`config.mk`:
```
export PLATFORM = sky130hd
export DESIGN_NAME = ysyx_22041211_mem_arbiter
export DESIGN_NICKNAME = d
export VERILOG_FILES = /design/src/rtl/ysyx_22041211_mem_arbiter.sv
export SDC_FILE = /design/constraint.sdc
export NUM_CORES = 1
export LEC_CHECK = 0
export ABC_AREA = 1
export BUFFER_PORTS_ARGS = -buffer_cell sky130_fd_sc_hd__buf_2
export CORE_MARGIN = 5
export CORE_UTILIZATION = 51
export DETAILED_ROUTE_END_ITERATION = 7
export PLACE_DENSITY = 0.91
export SYNTH_ARGS = -nofsm -noshare
export SYNTH_HDL_FRONTEND = slang
export SYNTH_SLANG_ARGS = --single-unit
```
`constraint.sdc`:
```
create_clock -name clk -period 12.95 [get_ports clk]
set_input_delay 0.6475 -clock clk [delete_from_list [all_inputs] [get_ports clk]]
set_output_delay 0.6475 -clock clk [all_outputs]
set_load 0.02 [all_outputs]
```
`src/rtl/ysyx_22041211_mem_arbiter.sv`:
```
// ysyx_22041211_mem_arbiter: shares one memory port between IFU and LSU, LSU priority with an IFU starvation guard
module ysyx_22041211_mem_arbiter #(
    parameter int ADDR_LEN     = 32,
    parameter int DATA_LEN     = 32,
    parameter int STARVE_LIMIT = 4
) (
    input  logic                clk,
    input  logic                rst,
    input  logic                ifu_req_valid,
    output logic                ifu_req_ready,
    input  logic [ADDR_LEN-1:0] ifu_addr,
    output logic                ifu_rvalid,
    output logic [DATA_LEN-1:0] ifu_rdata,
    input  logic                lsu_req_valid,
    output logic                lsu_req_ready,
    input  logic [ADDR_LEN-1:0] lsu_addr,
    input  logic                lsu_wen,
    input  logic [DATA_LEN-1:0] lsu_wdata,
    input  logic [3:0]          lsu_wmask,
    output logic                lsu_rvalid,
    output logic [DATA_LEN-1:0] lsu_rdata,
    output logic                mem_req_valid,
    input  logic                mem_req_ready,
    output logic [ADDR_LEN-1:0] mem_addr,
    output logic                mem_wen,
    output logic [DATA_LEN-1:0] mem_wdata,
    output logic [3:0]          mem_wmask,
    input  logic                mem_rvalid,
    input  logic [DATA_LEN-1:0] mem_rdata,
    output logic                protocol_err
);
    typedef enum logic [1:0] {IDLE, REQ, RESP} state_e;
    localparam logic [3:0] LIM = 4'(STARVE_LIMIT);
    state_e                state_q;
    logic [3:0]            streak_q, streak_d;
    logic                  owner_lsu_q;
    logic [ADDR_LEN-1:0]   addr_q;
    logic                  wen_q;
    logic [DATA_LEN-1:0]   wdata_q, ifu_rdata_q, lsu_rdata_q;
    logic [3:0]            wmask_q;
    logic                  ifu_rvalid_q, lsu_rvalid_q, err_q;
    logic                  grant_lsu, grant_ifu;
    // Ready is gated by rst so every output reads 0 while reset is held.
    always_comb begin
        grant_lsu = ~rst && state_q == IDLE && lsu_req_valid && !(ifu_req_valid && streak_q == LIM);
        grant_ifu = ~rst && state_q == IDLE && ifu_req_valid && !grant_lsu;
        streak_d  = (grant_lsu && ifu_req_valid) ? ((streak_q == LIM) ? LIM : streak_q + 4'd1) : 4'd0;
    end
    assign ifu_req_ready = grant_ifu;
    assign lsu_req_ready = grant_lsu;
    assign mem_req_valid = state_q == REQ;
    assign mem_addr      = addr_q;
    assign mem_wen       = wen_q;
    assign mem_wdata     = wdata_q;
    assign mem_wmask     = wmask_q;
    assign ifu_rvalid    = ifu_rvalid_q;
    assign ifu_rdata     = ifu_rdata_q;
    assign lsu_rvalid    = lsu_rvalid_q;
    assign lsu_rdata     = lsu_rdata_q;
    assign protocol_err  = err_q;
    always_ff @(posedge clk or posedge rst) begin
        if (rst) begin
            state_q      <= IDLE;
            streak_q     <= '0;
            owner_lsu_q  <= 1'b0;
            addr_q       <= '0;
            wen_q        <= 1'b0;
            wdata_q      <= '0;
            wmask_q      <= '0;
            ifu_rvalid_q <= 1'b0;
            lsu_rvalid_q <= 1'b0;
            ifu_rdata_q  <= '0;
            lsu_rdata_q  <= '0;
            err_q        <= 1'b0;
        end else begin
            ifu_rvalid_q <= 1'b0;
            lsu_rvalid_q <= 1'b0;
            case (state_q)
                IDLE: begin
                    if (mem_rvalid) err_q <= 1'b1;
                    if (grant_lsu || grant_ifu) begin
                        owner_lsu_q <= grant_lsu;
                        addr_q      <= grant_lsu ? lsu_addr : ifu_addr;
                        wen_q       <= grant_lsu && lsu_wen;
                        wdata_q     <= grant_lsu ? lsu_wdata : '0;
                        wmask_q     <= grant_lsu ? lsu_wmask : 4'hf;
                        streak_q    <= streak_d;
                        state_q     <= REQ;
                    end
                end
                REQ: begin
                    if (mem_rvalid) err_q <= 1'b1;
                    if (mem_req_ready) state_q <= RESP;
                end
                RESP: begin
                    if (mem_rvalid) begin
                        if (owner_lsu_q) begin
                            lsu_rdata_q  <= mem_rdata;
                            lsu_rvalid_q <= 1'b1;
                        end else begin
                            ifu_rdata_q  <= mem_rdata;
                            ifu_rvalid_q <= 1'b1;
                        end
                        state_q <= IDLE;
                    end
                end
                default: state_q <= IDLE;
            endcase
        end
    end
endmodule

```
==> Word level (Yosys, flattened, before mapping) <==
Cells that the tools add are included.
{ "word_totals": {"register_bits": 143, "latchBits": 0, "ram_bits": 0, "romBits": 0, "in_bits": 139, "wordCells": 54, "mem_count": 0} }
{ "classes": {"n_addsub": 1, "multipliers": 0, "n_div": 0, "n_lt_le_gt_ge": 0, "n_eq_ne": 6, "shifts": 0, "n_mux": 15, "bitwise": 2, "reduce_logical": 18} }
{ "op_table": {"columns": ["operator", "count"], "rows": [
  ["two-way mux 32 bit", 2],
  ["two-way mux 4 bit", 3],
  ["AND reduction 3 bit", 3],
  ["logical AND 1 bit", 8],
  ["two-way mux 1 bit", 6],
  ["two-way mux 2 bit", 3],
  ["case mux 2 bit (3 select lines)", 1],
  ["adder 4 x 1 -> 4 bit, second input constant", 1],
  ["== test 4 x 3 -> 1 bit, second input constant", 1],
  ["inequality test 2 x 1 -> 1 bit, second input constant", 2],
  ["AND reduction 2 bit", 2],
  ["== test 2 x 1 -> 1 bit, second input constant", 1],
  ["== test 2 bit, second input constant", 1],
  ["logical NOT 1 bit", 2],
  ["logical NOT 2 bit", 1],
  ["inequality test 2 bit, second input constant", 1],
  ["inverter 1 bit", 2],
  ["OR reduction 2 bit", 1],
  ["logical OR 1 bit", 1]
]} }

==> Logic depth before layout (Yosys ltp) <==
{ "depth": {"ltp_word": 9, "depth_mapped": 11, "depth_no_buf": 9} }

==> Worst setup path after synthesis <==
No wires, ideal clock.
{ "synth_timing": {"path_kind": "in2out", "startpoint": "input port rst", "endpoint": "output port ifu_req_ready", "arrival_time_ns": 4.971, "required_time_ns": 12.302, "setup_slack_ns": 7.332, "stages": 6, "n_path_buf": 1, "path_cell_list": "inv_1 -> nand3_1 -> inv_1 -> nand2_2 -> buf_4 -> inv_1"} }
{ "synth_between": {"elab_chain_cells": 6} }
{ "synth_rtl": {"columns": ["element", "line", "text"], "rows": [
  ["from (decl)", "8", "input logic rst,"],
  ["inverter 1 bit (*)", "45, 46", null],
  ["logical AND 1 bit (*)", "45, 46", null],
  ["logical AND 1 bit (2 in series)", "45", "grant_lsu = ~rst && state_q == IDLE && lsu_req_valid && !(ifu_req_valid && streak_q == LIM);"],
  ["logical NOT 1 bit", "46", "grant_ifu = ~rst && state_q == IDLE && ifu_req_valid && !grant_lsu;"],
  ["logical AND 1 bit (*)", "46", null],
  ["to (decl)", "10", "output logic ifu_req_ready,"]
]} }
Mark *: on every way between the ends. The rest lies on a longest branch, timed or not.

==> Worst setup path after layout <==
Same ends and word-level chain as after synthesis.

==> run_summary.xml <==
<?xml version="1.0" encoding="UTF-8"?>
<metrics>
  <group name="status">
    <metric name="run_status" unit="">finished, final reports clean</metric>
  </group>
  <group name="floorplanning">
    <metric name="dieArea" unit="sq um">14300</metric>
    <metric name="core.rowCount" unit="">40</metric>
    <metric name="ioPinCount" unit="">278</metric>
    <metric name="floorplan.die.width" unit="microns">120</metric>
    <metric name="die-height" unit="microns">120</metric>
    <metric name="design.core.area" unit="sq um">11900</metric>
    <metric name="initial_utilization" unit="">0.515</metric>
  </group>
  <group name="sta">
    <metric name="worst_hold_slack" unit="ns">0.332</metric>
    <metric name="max_clock_freq" unit="MHz">297</metric>
    <metric name="tightest_slew" unit="ns">1.11</metric>
    <metric name="rsz0062_at_grt" unit="">no</metric>
    <metric name="setup-tns-final" unit="ns">0</metric>
    <metric name="skew" unit="ns">0.00659</metric>
    <metric name="hold_violations" unit="">0</metric>
    <metric name="setup-violations-final" unit="">0</metric>
    <metric name="timing.max_slew.rel_slack" unit="">0.258</metric>
    <metric name="timing.final.crit_share" unit="">0.260</metric>
    <metric name="min_period" unit="ns">3.37</metric>
    <metric name="timing.final.max_slew_violations" unit="">0</metric>
  </group>
  <group name="power_and_ir_drop">
    <metric name="power.ir.vdd_worst" unit="mV">0.147</metric>
    <metric name="power.static_leakage" unit="nW">4.73</metric>
    <metric name="fin_total_pwr" unit="mW">2.06</metric>
    <metric name="power_density" unit="nW/um^2">254</metric>
  </group>
  <group name="place">
    <metric name="hpwlAfterDp" unit="microns">12000</metric>
    <metric name="port_buffers" unit="">277</metric>
    <metric name="gp_congestion" unit="">0.828</metric>
    <metric name="placed_cells" unit="">1096</metric>
  </group>
  <group name="finish">
    <metric name="layout.filler_cells" unit="">919</metric>
    <metric name="layout-drive-gt1-share" unit="">0.335</metric>
    <metric name="design.final.nets" unit="">1109</metric>
    <metric name="multi_input_comb_area" unit="sq um">2040</metric>
    <metric name="instances_no_fill" unit="">1130</metric>
    <metric name="sequential_cell_area" unit="sq um">3580</metric>
    <metric name="layout-area-overhead-vs-synth" unit="%">32.5</metric>
    <metric name="utilization" unit="">0.682</metric>
  </group>
  <group name="grt">
    <metric name="largest_net_degree_at_the_start_of_global_routing" unit="">89</metric>
    <metric name="grt_pass1_vias" unit="">5402</metric>
    <metric name="grt_antenna_before_repair" unit="">3</metric>
    <metric name="globalRouteOverflowTotal" unit="">0</metric>
    <metric name="grt_first_pass_wirelength" unit="microns">26700</metric>
    <metric name="track_usage" unit="">0.233</metric>
  </group>
  <group name="yosys">
    <metric name="post_synth_inst_count" unit="">709</metric>
    <metric name="synthesis.nets" unit="">850</metric>
    <metric name="yosysTopAreaCellShare" unit="">0.583</metric>
    <metric name="synth_cell_type_count" unit="">26</metric>
    <metric name="ys_ff_latch" unit="">143</metric>
    <metric name="ys_top_cells_by_area" unit="">sky130_fd_sc_hd__dfrtp_1 (58%), sky130_fd_sc_hd__nand2_1 (13%), sky130_fd_sc_hd__o21ai_0 (6.3%)</metric>
    <metric name="synth-seq-area-share" unit="">0.583</metric>
    <metric name="synth_area" unit="sq um">6130</metric>
    <metric name="synth_area_per_inst" unit="sq um">8.65</metric>
    <metric name="area_leader_netlist" unit="">sky130_fd_sc_hd__dfrtp_1</metric>
    <metric name="ys_warn_count" unit="">0</metric>
  </group>
  <group name="clocking">
    <metric name="cts-root-buf" unit="">sky130_fd_sc_hd__clkbuf_16</metric>
    <metric name="cts-htree-levels" unit="">4</metric>
    <metric name="clkSlewWorstSetupHoldPaths" unit="ns">0.06</metric>
    <metric name="cts.path.max_buffers" unit="">2</metric>
    <metric name="postCtsResizedCells" unit="">0</metric>
    <metric name="ctsHoldBuffers" unit="">0</metric>
    <metric name="clock_insertion_delay_worst_skew" unit="ns">0.41</metric>
    <metric name="tritoncts" unit="">built</metric>
    <metric name="cts_sinks" unit="">143</metric>
    <metric name="cts-buffers-inserted" unit="">17</metric>
    <metric name="post-cts-setup-buffer-count" unit="">0</metric>
  </group>
  <group name="routing">
    <metric name="post_drt_via_cell_ratio" unit="">4.93</metric>
    <metric name="vias" unit="">5567</metric>
    <metric name="drt_drc_violations_left" unit="">0</metric>
    <metric name="route.antenna.remaining_nets" unit="">0</metric>
    <metric name="wl_per_cell" unit="microns">15.0</metric>
    <metric name="postRouteWirelength" unit="microns">16900</metric>
    <metric name="detailedRoute.firstPassIterationCount" unit="">5</metric>
    <metric name="detailedRoute.firstIterationViolations" unit="">431</metric>
  </group>
  <group name="setup_path">
    <metric name="cp.arrival" unit="ns">2.72</metric>
    <metric name="crit_family" unit="">simple AND/OR/NAND/NOR gates</metric>
    <metric name="worstPathMaxFanout" unit="">73</metric>
    <metric name="critical_path_buffer_and_inverter_count" unit="">4</metric>
    <metric name="critical-path-max-stage-delay" unit="ns">0.44</metric>
    <metric name="critical_path.slowest_cell" unit="">sky130_fd_sc_hd__inv_6</metric>
    <metric name="rr_worst_depth" unit="">4</metric>
    <metric name="path_cells" unit="">buf_2 &gt; inv_6 &gt; nand2_1 &gt; nor2_4 &gt; nand2_2 &gt; nand2_2 &gt; inv_1 &gt; buf_2</metric>
    <metric name="cp.required" unit="ns">12.30</metric>
    <metric name="startpoint_type_of_the_worst_setup_path" unit="">input port</metric>
    <metric name="endpoint_kind" unit="">output port</metric>
    <metric name="critical_path_depth" unit="">8</metric>
    <metric name="worst_reg2reg_path_startpoint" unit="">state_q[1]$_DFFE_PP0P_</metric>
    <metric name="crit_start" unit="">rst</metric>
    <metric name="timing_worst_setup_path_type" unit="">in -&gt; out</metric>
  </group>
  <group name="worst_hold_path">
    <metric name="hold_path.class" unit="">in -&gt; async</metric>
  </group>
  <group name="flow_run">
    <metric name="cap_violations" unit="">0</metric>
  </group>
</metrics>
-- cells by family (layout without fill, tap and decap cells) --
family,after synthesis,in the layout,share of synthesized area
AO/OA/AOI/OAI,87,87,0.0744
other,0,2,0
buffers and inverters,129,401,0.0861
AND/OR/NAND/NOR,346,346,0.249
flip-flops,143,143,0.583
XOR/XNOR,2,2,0.00286
adder cells (fa/ha/maj),2,2,0.00408
-- area by class of cell --
class	instances	area share
timing repair buffer	281	0.174
clock inverter	15	0.0171
multi-input combinational	437	0.251
inverter	88	0.0413
tap	147	0.0226
clock buffer	17	0.0523
antenna	2	0.000616
sequential	143	0.440
-- metrics by stage --
step / worst slack, ns / area, sq um
after floorplan: 7.33 / 6130
after global placement: 9.58 / 7560
after detailed placement: 9.55 / 7560
after CTS: 9.56 / 8120
after global routing: 9.28 / 8130
final: 9.58 / 8130
-- routing by layer --
layer,global-route usage,vias to the layer above,part of all wire
li1,-,2730,-
met1,0.286,2586,0.40
met2,0.388,224,0.49
met3,0.0782,25,0.087
met4,0.0780,2,0.020
met5,0,-,0.00077
-- state kept, by name, summed over array words and instances (netlist names) --
name and count:
state_q 2, streak_q 4, ifu_rvalid 1, mem_addr 32
lsu_rdata 32, mem_wdata 32, owner_lsu_q 1, lsu_rvalid 1
protocol_err 1, mem_wmask 4, ifu_rdata 32, mem_wen 1
-- final timing paths --
path / end / slack (ns)
setup / recovery: ifu_req_ready / 9.58
hold / removal: lsu_rdata[7]$_DFFE_PP0P_ / 0.33
setup reg to reg: lsu_rdata[17]$_DFFE_PP0P_ / 10.64
hold reg to reg: ifu_rdata[16]$_DFFE_PP0P_ / 0.48
max in group asynchronous: lsu_rdata[12]$_DFFE_PP0P_ / 11.23
min in group clk: mem_wdata[3]$_DFFE_PP0P_ / 0.43
-- synth_stat cells, drive strengths merged --
cell and count:
or2 4, o21ai 83, buf 22, ha 2, a22o 1, nand2 215, dfrtp 143, o21bai 1
a21oi 1, nand3 58, nand4 2, xor2 2, nand3b 30, o311ai 1, inv 88, clkbuf 19
nor2 37
-- worst register-to-register path, cell delays in order (launching register included) --
cell	delay, ns
sky130_fd_sc_hd__dfrtp_1	0.42
sky130_fd_sc_hd__inv_1	0.06
sky130_fd_sc_hd__nor2_1	0.24
sky130_fd_sc_hd__nand3_2	0.90
sky130_fd_sc_hd__o21ai_0	0.55
-- power by group --
group	internal [mW]	switching [mW]
Combinational	0.280	0.555
Sequential	0.650	0.115
Clock	0.255	0.209
Total	1.19	0.878
-- cell usage in the layout, fill, tap and decap left out, types with 3 or more instances in the layout --
cell	n
sky130_fd_sc_hd__buf_2	277
sky130_fd_sc_hd__buf_4	4
sky130_fd_sc_hd__clkbuf_16	17
sky130_fd_sc_hd__dfrtp_1	143
sky130_fd_sc_hd__inv_1	87
sky130_fd_sc_hd__inv_6	7
sky130_fd_sc_hd__inv_8	5
sky130_fd_sc_hd__nand2_1	212
sky130_fd_sc_hd__nand2_2	3
sky130_fd_sc_hd__nand3_1	54
sky130_fd_sc_hd__nand3_2	4
sky130_fd_sc_hd__nand3b_1	30
sky130_fd_sc_hd__nor2_1	34
sky130_fd_sc_hd__o21ai_0	77
sky130_fd_sc_hd__o21ai_1	6
sky130_fd_sc_hd__or2_2	4
No activity file was read; power rests on OpenSTA's default activity.
